--- src/rtl/if_prefetch.sv ---
// Instruction-fetch stage: registered PC, one-cycle-latency imem request port and
// a DEPTH-entry prefetch queue feeding decode through a valid/ready handshake.
module if_prefetch #(
  parameter int                ADDR_W   = 8,
  parameter int                INSTR_W  = 8,
  parameter int                OPC_W    = 3,
  parameter int                RS_W     = 2,
  parameter int                DEPTH    = 4,
  parameter logic [ADDR_W-1:0] RESET_PC = '0
) (
  input  logic                     clk,
  input  logic                     reset_n,
  output logic                     imem_req,
  output logic [ADDR_W-1:0]        imem_addr,
  input  logic [INSTR_W-1:0]       imem_rdata,
  input  logic                     redirect,
  input  logic [ADDR_W-1:0]        redirect_pc,
  output logic                     if_valid,
  input  logic                     if_ready,
  output logic [INSTR_W-1:0]       if_instr,
  output logic [ADDR_W-1:0]        if_pc,
  output logic [ADDR_W-1:0]        if_pc_next,
  output logic [OPC_W-1:0]         opcode,
  output logic [RS_W-1:0]          rs,
  output logic [INSTR_W-OPC_W-1:0] low_bits
);

  // Handshake: decode takes the head on a cycle where if_valid && if_ready are
  // both high; if_valid and the head fields never depend on if_ready.

  localparam int PTR_W   = (DEPTH > 1) ? $clog2(DEPTH) : 1;
  localparam int CNT_W   = $clog2(DEPTH + 1);
  localparam int LAST_I  = DEPTH - 1;
  localparam logic [PTR_W-1:0] LAST_PTR = LAST_I[PTR_W-1:0];
  localparam logic [CNT_W:0]   DEPTH_C  = DEPTH[CNT_W:0];

  logic [ADDR_W-1:0]  fetch_pc;
  logic [ADDR_W-1:0]  req_pc;
  logic               pending;
  logic [INSTR_W-1:0] instr_q [DEPTH];
  logic [ADDR_W-1:0]  pc_q    [DEPTH];
  logic [PTR_W-1:0]   rd_ptr;
  logic [PTR_W-1:0]   wr_ptr;
  logic [CNT_W-1:0]   count;

  logic               pop;
  logic               push;
  logic               issue;
  logic [CNT_W:0]     credit_use;

  function automatic logic [PTR_W-1:0] ptr_inc(input logic [PTR_W-1:0] p);
    if (p == LAST_PTR) ptr_inc = '0;
    else               ptr_inc = p + PTR_W'(1);
  endfunction

  // Outputs are forced quiet while reset is held, even before the first edge.
  assign if_valid = reset_n & (count != '0);
  assign pop      = if_valid & if_ready & ~redirect;
  assign push     = pending & ~redirect;

  // Credit counts queued entries plus the response still in flight, so a
  // request is only issued when its data is guaranteed a free slot.
  always_comb begin
    credit_use = {1'b0, count} + {{CNT_W{1'b0}}, pending} - {{CNT_W{1'b0}}, pop};
  end

  assign issue     = reset_n & ~redirect & (credit_use < DEPTH_C);
  assign imem_req  = issue;
  assign imem_addr = fetch_pc;

  always_ff @(posedge clk) begin
    if (!reset_n) begin
      fetch_pc <= RESET_PC;
      req_pc   <= RESET_PC;
      pending  <= 1'b0;
      count    <= '0;
      rd_ptr   <= '0;
      wr_ptr   <= '0;
    end else if (redirect) begin
      // Flush everything; the response landing this cycle is dropped.
      fetch_pc <= redirect_pc;
      pending  <= 1'b0;
      count    <= '0;
      rd_ptr   <= '0;
      wr_ptr   <= '0;
    end else begin
      pending <= issue;
      if (issue) begin
        fetch_pc <= fetch_pc + ADDR_W'(1);
        req_pc   <= fetch_pc;
      end
      if (push) wr_ptr <= ptr_inc(wr_ptr);
      if (pop)  rd_ptr <= ptr_inc(rd_ptr);
      case ({push, pop})
        2'b10:   count <= count + CNT_W'(1);
        2'b01:   count <= count - CNT_W'(1);
        default: count <= count;
      endcase
    end
  end

  // Queue storage carries no reset; entries are only read while count != 0.
  always_ff @(posedge clk) begin
    if (reset_n && push) begin
      instr_q[wr_ptr] <= imem_rdata;
      pc_q[wr_ptr]    <= req_pc;
    end
  end

  assign if_instr   = instr_q[rd_ptr];
  assign if_pc      = pc_q[rd_ptr];
  assign if_pc_next = if_pc + ADDR_W'(1);
  assign opcode     = if_instr[INSTR_W-1 -: OPC_W];
  assign rs         = if_instr[INSTR_W-OPC_W-1 -: RS_W];
  assign low_bits   = if_instr[INSTR_W-OPC_W-1:0];

  a_no_overflow: assert property (@(posedge clk) disable iff (!reset_n)
    (push && !pop) |-> (count < DEPTH_C[CNT_W-1:0]));

  a_no_underflow: assert property (@(posedge clk) disable iff (!reset_n)
    pop |-> (count != '0));

  a_credit_bound: assert property (@(posedge clk) disable iff (!reset_n)
    ({1'b0, count} + {{CNT_W{1'b0}}, pending}) <= DEPTH_C);

endmodule
--- config.mk ---
export PLATFORM = sky130hd
export DESIGN_NAME = if_prefetch
export DESIGN_NICKNAME = d
export VERILOG_FILES = /design/src/rtl/if_prefetch.sv
export SDC_FILE = /design/constraint.sdc
export NUM_CORES = 1
export LEC_CHECK = 0
export CAP_MARGIN = 30
export CORE_AREA = 2 2 91 93
export DETAILED_ROUTE_END_ITERATION = 8
export DIE_AREA = 0 0 93 95
export PLACE_DENSITY = 0.85
export SLEW_MARGIN = 10
export SYNTH_ARGS = -nofsm -noshare
export SYNTH_HDL_FRONTEND = slang
export SYNTH_SLANG_ARGS = --single-unit
export TNS_END_PERCENT = 30
--- constraint.sdc ---
create_clock -name clk -period 3.7 [get_ports clk]
set_clock_uncertainty 0.2 [all_clocks]
set_input_delay 0.74 -clock clk [delete_from_list [all_inputs] [get_ports clk]]
set_output_delay 0.74 -clock clk [all_outputs]
set_load 0.01 [all_outputs]
==> reports/summary.json <==
{
  "synthMuxAreaShare_pct": 9.44,
  "finalSetupViolations": 0,
  "whs_endpoint": "rd_ptr[1]",
  "post_synth_and_or_nand_nor_area_fraction_pct": 11.6,
  "portBuffers": 63,
  "cap_viol_max_count": 0,
  "fin_cells": 486,
  "hold_path_depth": 2,
  "clk_pin_slew_worst_paths_ns": 0.09,
  "netlist_instances": 291,
  "synth.avg_cell_area_um2": 13.8,
  "vias": 2657,
  "grt_first_pass_wirelength_um": 13100,
  "post_synth_main_area_contributors": "edfxtp_1, dfxtp_1, mux4_2",
  "crit_required_ns": 2.76,
  "cts.path.max_buffers": 2,
  "detailedRoute.firstIterationViolations": 119,
  "layout.cell_area.non_filler_mm2": 0.00513,
  "layout.nets": 407,
  "hold_viol": 0,
  "r2r-start": "count[0]",
  "worst-endpoint-arrival_ns": 2.72,
  "final_max_slew_viol_count": 0,
  "grt_max_degree": 17,
  "most_frequent_cp_cell": "nand2_1",
  "final_min_period_over_clock_period_pct": 98.9,
  "initial_core_util_pct": 50.8,
  "io_pins": 64,
  "insertedDiodeCount": 0,
  "maxClockFrequency_mhz": 273,
  "cts_num_sinks": 90,
  "detail_route.first_pass.iterations": 4,
  "synth_edf_count": 64,
  "die_height_um": 95,
  "category_of_the_most_critical_setup_path": "in2out",
  "ant_nets": 0,
  "cts.root.buffer_cell": "clkbuf_8",
  "drive_above_1_share_pct": 22.3,
  "area.growth.synth_to_final_pct": 27.5,
  "num-fill-cells": 580,
  "post_dp_cell_area_mm2": 0.00482,
  "p_per_area_mw_per_mm2": 371,
  "num_rows": 33,
  "postSynthRegisterBits": 90,
  "post-synth-top-count-cell": "edfxtp_1",
  "synth_common_cells": "edfxtp_1, dfxtp_1, nand3_1",
  "post_drt_wl_per_cell_um": 16.7,
  "critical_path.reg2reg.endpoint": "count[2]",
  "timing.hold.worst.start": "rd_ptr[1]",
  "routabilityCongestion": 0.885,
  "critPathMaxStageDelay_ns": 0.44,
  "reg2reg_depth": 19,
  "placeableCoreArea_mm2": 0.00793,
  "tightestPinTransition_ns": 0.455,
  "static-leakage-power_nw": 1.77,
  "detail_route.drc_violations": 0,
  "syn_nets": 322,
  "cts_tree": "done",
  "place.detailed.hpwl_um": 5610,
  "synth.lib_cells_used.distinct": 47,
  "crit_path_top_delay_cell": "or4_4",
  "final_period_minus_worst_setup_slack_ns": 3.66,
  "crit_buf_inv": 2,
  "synth_compound_area_share_pct": 8.14,
  "htree_num_levels": 3,
  "worstSkewPairLatency_ns": 0.36,
  "ctsHoldBuffers": 0,
  "critPathTopFamily": "simple AND/OR/NAND/NOR gates",
  "worstPathMaxFanout": 3,
  "synthXorXnorAreaFrac_pct": 1.96,
  "synth.yosys.seq_area_share_pct": 60.6,
  "synthDominantCellAreaShare_pct": 47.7,
  "via_count_of_the_first_global_routing_pass": 2637,
  "post-route-util_pct": 64.8,
  "dpl_worst_slack_ns": -0.317,
  "drt-total-wl_um": 8130,
  "run_status": "complete, no violations",
  "die-width_um": 93,
  "max_transition_margin_pct": 69.6,
  "max-vdd-ir-drop_mv": 0.158,
  "cp_launch_type": "primary input",
  "synth_warnings": 0,
  "setup_repair_after_global_routing_missed_its_margin": "true",
  "post_synth_instance_area_mm2": 0.00403,
  "holdCritPathClass": "reg2reg",
  "async_s_r_ff_share_synth_pct": 0,
  "routed_via_density": 5.47,
  "cp-end-kind": "primary output",
  "synth_top_family_by_area": "simple AND/OR/NAND/NOR gates",
  "post-route-worst-setup-slack_ns": 0.0423,
  "global_route_total_usage_across_every_layer_pct": 19.6,
  "fp.dieArea_mm2": 0.00884,
  "largest_area_contributor_in_the_netlist": "edfxtp_1",
  "place.detailed.instances": 459,
  "list_of_cells_traversed_by_the_critical_path": "clkdlybuf4s50_1 > nand3b_1 > nor2_2 > nand2_1 > ha_4 > nand2_1 > or4_4 > nand3_2 > nand2_1 > buf_2",
  "antenna_found_initial": 0,
  "reg2reg_slack_ns": 0.29,
  "yosys.area_share.adder_pct": 3.60,
  "globalRoute.totalOverflow": 0,
  "numCtsBuffers": 9,
  "fin_hold_ws_ns": 0.298,
  "synth_ff_type": "edfxtp_1"
}
final cells by class:
cell class	instances	area, um2	share of cell area, %
Clock buffer	9	124	2.41
Clock inverter	7	76.3	1.49
Timing Repair Buffer	97	885	17.2
Sequential cell	90	2440	47.6
Inverter	11	41.3	0.804
Multi-Input combinational cell	167	1430	27.9
Tap cell	105	131	2.56
kinds of logic (layout without fill, tap and decap cells):
kind of cell               Yosys count  after routing
AOI/OAI and AO/OA                   47             47
xor gates and xnor gates             9              9
adders and majority gates           11             11
buffers and inverters               34            124
DFF                                 90             90
muxes                               18             18
and+or+nand+nor                     82             82
tightest hold or removal path, cell delays in order, from the launching register on:
cell	delay, ns
dfxtp_1	0.32
nand2_1	0.07
o21ai_0	0.07
metal layers:
| layer | GRT usage [%] | up-vias | share of wire [%] |
|---|---|---|---|
| met4 | 6.37 | 0 | 1.1 |
| met1 | 23.6 | 1284 | 41 |
| met5 | 0 | - | 0 |
| li1 | - | 1277 | - |
| met3 | 3.99 | 6 | 5.1 |
| met2 | 35.4 | 90 | 53 |
metrics by stage:
stage,setup TNS (ns),power (mW)
2_1_floorplan,0,1.18
3_3_place_gp,-0.261,1.25
3_5_place_dp,-0.317,1.26
4_1_cts,0,1.91
5_1_grt,-0.0319,1.97
6_report,0,1.90
layout by cell type (no fill, tap or decap), types with 14 or more instances in the layout:
cell type,count
a21oi_1,16
buf_4,33
clkdlybuf4s50_1,62
dfxtp_1,25
edfxtp_1,64
mux4_2,16
nand2_1,14
nand3_1,18
o21ai_0,14
flip-flops by register name (all words and copies together), names as in the netlist, named ones only:
name       count
instr_q       32
pc_q          32
rd_ptr         2
pending        1
count          3
wr_ptr         2
imem_addr      8
req_pc         8
how the worst max path moves through the flow:
stage              from             to  slack, ns  cells past startpoint
6_report       redirect       imem_req       0.04                     10
5_1_grt        redirect       imem_req      -0.03                     10
4_1_cts        register  if_pc_next[6]       0.04                      6
3_5_place_dp   redirect       imem_req      -0.32                     10
3_3_place_gp   redirect       imem_req      -0.26                     10
2_1_floorplan  redirect       imem_req       0.05                     10
timing repair:
| action | CTS | global route |
|---|---|---|
| gates cloned | 0 | 0 |
| endpoints found under the setup margin | 1 | 5 |
| buffers inserted | 10 | 1 |
| resized for setup | 6 | 7 |
| pin swaps | 2 | 2 |
where the power goes:
group	internal, mW	switching, mW
Combinational	0.0692	0.0570
Sequential	1.09	0.0196
Clock	0.317	0.351
Total	1.48	0.427
Power figures use the tool's default switching activity.
